## config.mk

```make
export PLATFORM = sky130hd
export DESIGN_NAME = rgb_to_ypbpr
export DESIGN_NICKNAME = d
export VERILOG_FILES = /design/src/rtl/rgb_to_ypbpr.sv
export SDC_FILE = /design/constraint.sdc
export NUM_CORES = 1
export LEC_CHECK = 0
export CAP_MARGIN = 20
export CELL_PAD_IN_SITES_DETAIL_PLACEMENT = 1
export CELL_PAD_IN_SITES_GLOBAL_PLACEMENT = 1
export CORE_UTILIZATION = 29
export CTS_CLUSTER_DIAMETER = 30
export DETAILED_ROUTE_END_ITERATION = 10
export DONT_BUFFER_PORTS = 1
export PLACE_DENSITY = 0.59
export SLEW_MARGIN = 20
export SYNTH_ARGS = -nofsm -noshare
export SYNTH_HDL_FRONTEND = slang
export SYNTH_SLANG_ARGS = --single-unit
```

## constraint.sdc

```tcl
create_clock -name clk -period 3.7 [get_ports clk]
set_input_delay 0.185 -clock clk [delete_from_list [all_inputs] [get_ports clk]]
set_output_delay 0.185 -clock clk [all_outputs]
set_load 0.05 [all_outputs]
```

## src/rtl/rgb_to_ypbpr.sv

```systemverilog
// rgb_to_ypbpr: two-stage pipelined RGB to YPbPr converter with RGB bypass.
// Pr, Y and Pb are carried on the red, green and blue pins; syncs track the pixel latency.
module rgb_to_ypbpr #(
    parameter int WIDTH = 6
) (
    input  logic             clk,
    input  logic             rst,
    input  logic             ena,
    input  logic [WIDTH-1:0] red_in,
    input  logic [WIDTH-1:0] green_in,
    input  logic [WIDTH-1:0] blue_in,
    input  logic             hs_in,
    input  logic             vs_in,
    input  logic             cs_in,
    output logic [WIDTH-1:0] red_out,
    output logic [WIDTH-1:0] green_out,
    output logic [WIDTH-1:0] blue_out,
    output logic             hs_out,
    output logic             vs_out,
    output logic             cs_out
);
    // Top 8 bits of {c, c} give MSB replication for every legal WIDTH.
    function automatic logic [7:0] ext(input logic [WIDTH-1:0] c);
        return 8'({c, c} >> (2 * WIDTH - 8));
    endfunction

    logic [7:0] r8, g8, b8;
    logic signed [17:0] y_r, y_g, y_b, pb_r, pb_g, pb_b, pr_r, pr_g, pr_b;
    logic signed [17:0] ys, pbs, prs;
    logic [7:0] y8, pb8, pr8;
    logic [WIDTH-1:0] r1, g1, b1;
    logic ena1, hs1, vs1, cs1;
    logic unused;

    assign r8 = ext(red_in);
    assign g8 = ext(green_in);
    assign b8 = ext(blue_in);

    always_ff @(posedge clk or posedge rst) begin
        if (rst) begin
            y_r  <= '0;
            y_g  <= '0;
            y_b  <= '0;
            pb_r <= '0;
            pb_g <= '0;
            pb_b <= '0;
            pr_r <= '0;
            pr_g <= '0;
            pr_b <= '0;
            r1   <= '0;
            g1   <= '0;
            b1   <= '0;
            ena1 <= 1'b0;
            hs1  <= 1'b0;
            vs1  <= 1'b0;
            cs1  <= 1'b0;
        end else begin
            y_r  <= 18'sd77 * $signed({10'd0, r8});
            y_g  <= 18'sd150 * $signed({10'd0, g8});
            y_b  <= 18'sd29 * $signed({10'd0, b8});
            pb_r <= -18'sd43 * $signed({10'd0, r8});
            pb_g <= -18'sd85 * $signed({10'd0, g8});
            pb_b <= 18'sd128 * $signed({10'd0, b8});
            pr_r <= 18'sd128 * $signed({10'd0, r8});
            pr_g <= -18'sd107 * $signed({10'd0, g8});
            pr_b <= -18'sd21 * $signed({10'd0, b8});
            r1   <= red_in;
            g1   <= green_in;
            b1   <= blue_in;
            ena1 <= ena;
            hs1  <= hs_in;
            vs1  <= vs_in;
            cs1  <= cs_in;
        end
    end

    // Y never leaves 0..255; chroma sums stay below 2^17, so bit 16 marks overflow.
    always_comb begin
        ys  = y_r + y_g + y_b + 18'sd128;
        pbs = pb_b + pb_r + pb_g + 18'sd32896;
        prs = pr_r + pr_g + pr_b + 18'sd32896;
        y8  = ys[15:8];
        pb8 = pbs[17] ? 8'd0 : pbs[16] ? 8'hff : pbs[15:8];
        pr8 = prs[17] ? 8'd0 : prs[16] ? 8'hff : prs[15:8];
    end

    assign unused = ^{ys, pbs, prs, y8, pb8, pr8};

    always_ff @(posedge clk or posedge rst) begin
        if (rst) begin
            red_out   <= '0;
            green_out <= '0;
            blue_out  <= '0;
            hs_out    <= 1'b0;
            vs_out    <= 1'b0;
            cs_out    <= 1'b0;
        end else begin
            red_out   <= ena1 ? pr8[7 -: WIDTH] : r1;
            green_out <= ena1 ? y8[7 -: WIDTH] : g1;
            blue_out  <= ena1 ? pb8[7 -: WIDTH] : b1;
            hs_out    <= hs1;
            vs_out    <= vs1;
            cs_out    <= cs1;
        end
    end
endmodule

```

==> results.toml, run 1 <==
[outcome]
outcome = "finished clean"

[worst_setup_path]
cp_max_fo = 3
cp-start-kind = "flop"
end_kind = "flop"
critPathKind = "reg2reg"
required_ns = 4.03
critPathArrivalTime_ns = 3.84

[logic_synthesis]
synth_top_area_share = 0.319
synth-xor-area-share = 0.0519
yosys-top-cells-count = "ha_1, inv_1, dfrtp_1, fa_1, xnor2_1"
synth_nets = 1767
yosysUniqueCellTypes = 59
synth_seq_area_share = 0.251
yosys.area_share.simple = 0.0574
synth_adder_area_share = 0.460
postSynthAreaPerCell_um2 = 10.5
async_flop_share = 1.00
synth_largest_area_cell = "ha_1"
synth_compound_area_frac = 0.0954
netlist_area_um2 = 13700
synth_top_family_by_area = "adder cells"
synth-edff-count = 0
ys_ff_latch = 137
synth-main-ff-cell = "dfrtp_1"
synth_mux_area_frac = 0.00613
netlist_instances = 1298
ys_warn_count = 0
synthTopCellsByArea = "ha_1, dfrtp_1, fa_1, inv_1, xnor2_1"
yosysMostFrequentCell = "ha_1"

[timing]
slew_headroom = 0.526
max_slew.worst_pin.slew_ns = 0.709
holdWs_ns = 0.0237
finalHoldViolations = 0
fmax_mhz = 285
finClkSkew_ns = 0.00966
layout_min_cycle_time_ns = 3.51
finalMaxSlewViolations = 0
period_share = 0.948
setup_viol = 0
rsz0062_at_grt = "true"

[global_routing]
grt_pass1_vias = 10200
globalRouteOverflowTotal = 0
grt_pass1_wl_mm = 53.7
track_usage = 0.146
antenna_found_initial = 0
grt_max_degree = 107

[final_layout]
nNetsFinal = 1840
syn_to_final_growth_pct = 14.0
layout-drive-gt1-share = 0.0650
n_antenna_cell = 0
fin_util = 0.335
fin_area_um2 = 15600

[clock_network]
clk_pin_slew_worst_paths_ns = 0.06
root_buffer = "clkbuf_16"
cts_buffer_depth = 2
htreeDepth = 4
cts_tree = "yes"
cts_made_buffers = 17
clkLatencyLatePin_ns = 0.43
clock_sinks = 137

[floorplan]
fp.dieArea_um2 = 48000
core_um2 = 46600
die_h_um = 219
rows = 79
ioPinCount = 45
initial_core_util = 0.294
die_width_um = 219

[worst_hold_path]
hp-class = "in2reg"

[drt]
antenna_left = 0
drt_iter0_drc = 275
vias = 9152
route.detailed.drc = 0
vias_per_cell = 4.60
wl_per_cell_um = 16.5
drt_wl_total_mm = 32.8
drt_first_pass_iters = 5

[power]
power_switching_mw = 6.14
p_leak_nw = 8.26
switching_share = 0.462
p_clk_frac = 0.133
p_comb_frac = 0.663
peakVddDrop_v = 0.000476
p_int_mw = 7.15
power.density_nw_per_um2 = 853
p_seq_frac = 0.204

[placement]
hpwl_mm = 27.3
port_buffers = 0
gp_congestion = 0.824
placed_area_um2 = 14700

[job]
max_cap_violations = 0
## metrics by stage
step,worst slack (ns),setup TNS (ns),cells,power (mW)
6_report,0.194,0,1991,13.3
5_1_grt,-0.0574,-0.0810,1991,14.7
4_1_cts,0.0808,0,1989,13.3
3_5_place_dp,-0.204,-0.243,1934,11.3
3_3_place_gp,-0.180,-0.180,1934,11.1
2_1_floorplan,-0.111,-0.111,1298,9.02
## placed cells by master (no fill, tap or decap), types with 28 or more instances in the layout
cell type  netlist  routed
inv_1          283     281
fa_1            96      96
dfrtp_1        137     137
ha_1           349     348
nor3_1          28      28
a21oi_1         58      56
nor2_1          38      38
xnor2_1         62      62
buf_4            0      33
## per-layer routing
layer,GRT usage,vias up,wire (um)
met3,0.0212,35,857
met1,0.195,4559,15800
met5,0,-,0
li1,-,4485,-
met2,0.248,73,15600
met4,0.0359,0,493
## state kept, by name, summed over array words and instances, names as in the netlist
signal,cells
vs_out,1
g1,5
y_r,12
y_g,12
green_out,6
hs_out,1
vs1,1
blue_out,6
pr_b,14
cs_out,1
red_out,6
r1,5
hs1,1
pb_r,15
pb_g,16
ena1,1
pr_g,16
b1,5
cs1,1
y_b,12
## worst paths after layout
path	from	slack, ns	cells past startpoint	to
hold reg to reg	cs1	0.35	0	cs_out
hold / removal	blue_in[0]	0.02	2	pr_b[2]
min in group asynchronous	rst	0.35	2	pb_r[12]
setup / recovery	y_r[6]	0.19	14	green_out[5]
setup reg to reg	y_r[6]	0.19	14	green_out[5]
max in group asynchronous	rst	2.37	3	pr_g[13]
## timing repair
action | in CTS | in global routing
endpoints found under the hold margin | 56 | 0
gates cloned | 0 | 0
hold buffers | 23 | 0
gates resized for setup | 1 | 6
buffers inserted | 0 | 2
endpoints found under the setup margin | 1 | 12
pin swaps | 0 | 2
## cell type report
type | instances | area, um2
Clock inverter | 9 | 113
Timing Repair Buffer | 57 | 498
Tap cell | 607 | 759
Inverter | 283 | 1070
Clock buffer | 23 | 508
Fill cell | 5225 | 31000
Multi-Input combinational cell | 875 | 9210
Sequential cell | 137 | 3430
## power groups by stage
stage          sequential (mW)  combinational [mW]  clock (mW)
6_report                  2.71                8.81        1.77
5_1_grt                   2.77                10.1        1.88
4_1_cts                   2.74                8.78        1.82
3_5_place_dp              2.77                8.58           0
3_3_place_gp              2.76                8.39           0
2_1_floorplan             2.58                6.44           0
## kinds of logic after synthesis
kind of cell             count (synthesis)
AO/OA/AOI/OAI                          188
XOR/XNOR                                81
adder cells (fa/ha/maj)                445
buffers and inverters                  286
flip-flops                             137
multiplexers                             8
AND/OR/NAND/NOR                        153
## worst max-delay path, stage by stage (launching register included)
cell and delay [ns]:
dfrtp_1 0.33, inv_1 0.05, fa_1 0.40, inv_1 0.08, fa_1 0.42, ha_1 0.33
a21o_1 0.21, a21oi_2 0.21, o2bb2ai_1 0.19, a311oi_2 0.10, o31a_1 0.30, o41ai_2 0.25
xnor2_1 0.15, buf_4 0.17, a21oi_4 0.23
(Power assumes the default switching activity.)
==> run 2: changes to the inputs <==
Clock period 3.7 ns to 2.9 ns, I/O delays scaled along.
==> run 2 against run 1 <==
The run now ends with setup timing left. Worst hold slack improved by 0.020 ns. Clock power increased by 34%. Cell area increased by 16%. Critical path depth unchanged. Sequential power increased by 30%. Flip-flop and latch count unchanged. Fmax increased by 8.7%. Global-route usage increased by 1.4 points. Non-clock buffer count increased by 167.
==> results.toml, run 2 (synthesized netlist as in run 1, its figures left out) <==
[final_layout]
final_cell_mix = "ha_1, inv_1, buf_4, dfrtp_1, fa_1"
fin_area_um2 = 18100
fin_util = 0.388
top_regs = "pb_g: 16 flops, pr_g: 16 flops, pb_r: 15 flops"
layout-drive-gt1-share = 0.277
fillers = 5120
syn_to_final_growth_pct = 32.2
nNetsFinal = 2007
fin_cells = 2158
layout_commonest_cell = "ha_1"
n_antenna_cell = 0

[timing]
fmax_mhz = 310
layout_min_cycle_time_ns = 3.22
max_slew.worst_pin.slew_ns = 0.766
finalHoldViolations = 0
rsz0062_at_grt = "true"
setup_viol = 19
finalMaxSlewViolations = 0
slew_headroom = 0.489
finalWorstSetupSlack_ns = -0.324
period_share = 1.11
finClkSkew_ns = 0.0131

[drt]
drt_first_pass_iters = 4
wl_per_cell_um = 17.1
route.detailed.drc = 0
antenna_left = 0
drt_iter0_drc = 265
vias = 9952
vias_per_cell = 4.61
drt_wl_total_mm = 36.9

[worst_setup_path]
critPathArrivalTime_ns = 3.53
cp-start-kind = "flop"
crit_path_top_delay_cell = "fa_1"
crit_path_frequent_cell = "ha_4"
startpoint = "r1[4]"
path_cells = "inv_4 > ha_4 > inv_2 > fa_1 > ha_4 > nor4_4 > o211ai_1 > a221oi_4 > buf_4 > o21ai_1 > o41ai_2 > xnor2_1 > nor2_2 > o22ai_2"
cp_max_fo = 3
max_stage_delay_ns = 0.49
regToRegStartpoint = "r1[4]"
worstPathBufferInverterCount = 3
crit_family = "compound AO/OA/AOI/OAI gates"
required_ns = 3.21
critPathKind = "reg2reg"
end_kind = "flop"

[clock_network]
htreeDepth = 4
cts_buffer_depth = 2
cts_made_buffers = 17
clk_pin_slew_worst_paths_ns = 0.06
root_buffer = "clkbuf_16"
clock_sinks = 137
clkLatencyLatePin_ns = 0.43
cts_tree = "yes"

[worst_hold_path]
min_from = "green_in[4]"
hp-class = "in2reg"

[placement]
port_buffers = 0
gp_congestion = 0.807
placed_area_um2 = 16300
dp_cells = 2071
hpwl_mm = 29.6

[power]
fin_total_pwr_mw = 22.0
power.density_nw_per_um2 = 1220
p_leak_nw = 9.14
peakVddDrop_v = 0.000753

[global_routing]
antenna_found_initial = 1
globalRouteOverflowTotal = 0
track_usage = 0.160
grt_max_degree = 79
grt_pass1_vias = 11200
grt_pass1_wl_mm = 58.9

[outcome]
violations = "setup timing"
outcome = "finished, violations left"

[floorplan]
fp.dieArea_um2 = 48000
die_h_um = 219
rows = 79
die_width_um = 219
core_um2 = 46600
initial_core_util = 0.294
ioPinCount = 45

[job]
max_cap_violations = 0
==> run 2: cell count changes in the layout (fill, tap and decap cells not counted), sizes merged, moves of 2 or more <==
| cell | delta |
|---|---|
| buf | +162 |
| bufinv | +2 |
| clkbuf | -4 |
| dlygate4sd3 | +4 |
==> run 2: per-layer routing <==
metal / global-route usage / vias up / wire length (um)
li1: - / 4816 / -
met2: 0.286 / 75 / 18600
met5: 0 / - / 0
met1: 0.204 / 5032 / 17100
met4: 0.0368 / 0 / 531
met3: 0.0202 / 29 / 676
==> run 2: stage by stage <==
stage | setup TNS [ns] | hold WS [ns] | setup WS [ns]
floorplan | -3.38 | 0.176 | -0.628
global placement | -13.89 | 0.165 | -0.683
detailed placement | -16.13 | 0.175 | -0.763
CTS | -4.29 | 0.00126 | -0.292
global route | -7.06 | 0.0205 | -0.470
finish | -4.16 | 0.0434 | -0.324
==> run 2: cell type report <==
class	count	area [um2]	area share
Multi-Input combinational cell	875	10400	0.574
Clock buffer	19	453	0.0251
Timing Repair Buffer	224	1790	0.0988
Clock inverter	13	191	0.0106
Sequential cell	137	3430	0.190
Tap cell	607	759	0.0420
Inverter	283	1080	0.0599
==> run 2: timing repair <==
item,4_1_cts,5_1_grt
buffers inserted,22,7
pin swaps,73,39
gates resized for setup,88,44
hold endpoints to repair,166,2
setup endpoints to repair,21,34
hold buffers,26,2
gates cloned,0,0
==> run 2: worst paths after layout <==
| kind | to | slack, ns | depth (start not counted) |
|---|---|---|---|
| worst max-delay path | red_out[5] | -0.32 | 14 |
| worst min-delay path | pr_g[2] | 0.04 | 2 |
| worst max register to register | red_out[5] | -0.32 | 14 |
| worst min register to register | hs_out | 0.36 | 0 |
| max in group asynchronous | pb_g[11] | 1.85 | 3 |
| min in group asynchronous | cs1 | 0.29 | 3 |
==> run 2: where the power goes <==
part	total, mW	switching (mW)	internal (mW)
clock	2.38	0.889	1.49
combinational	16.1	7.82	8.27
sequential	3.51	0.890	2.62
total	22.0	9.60	12.4
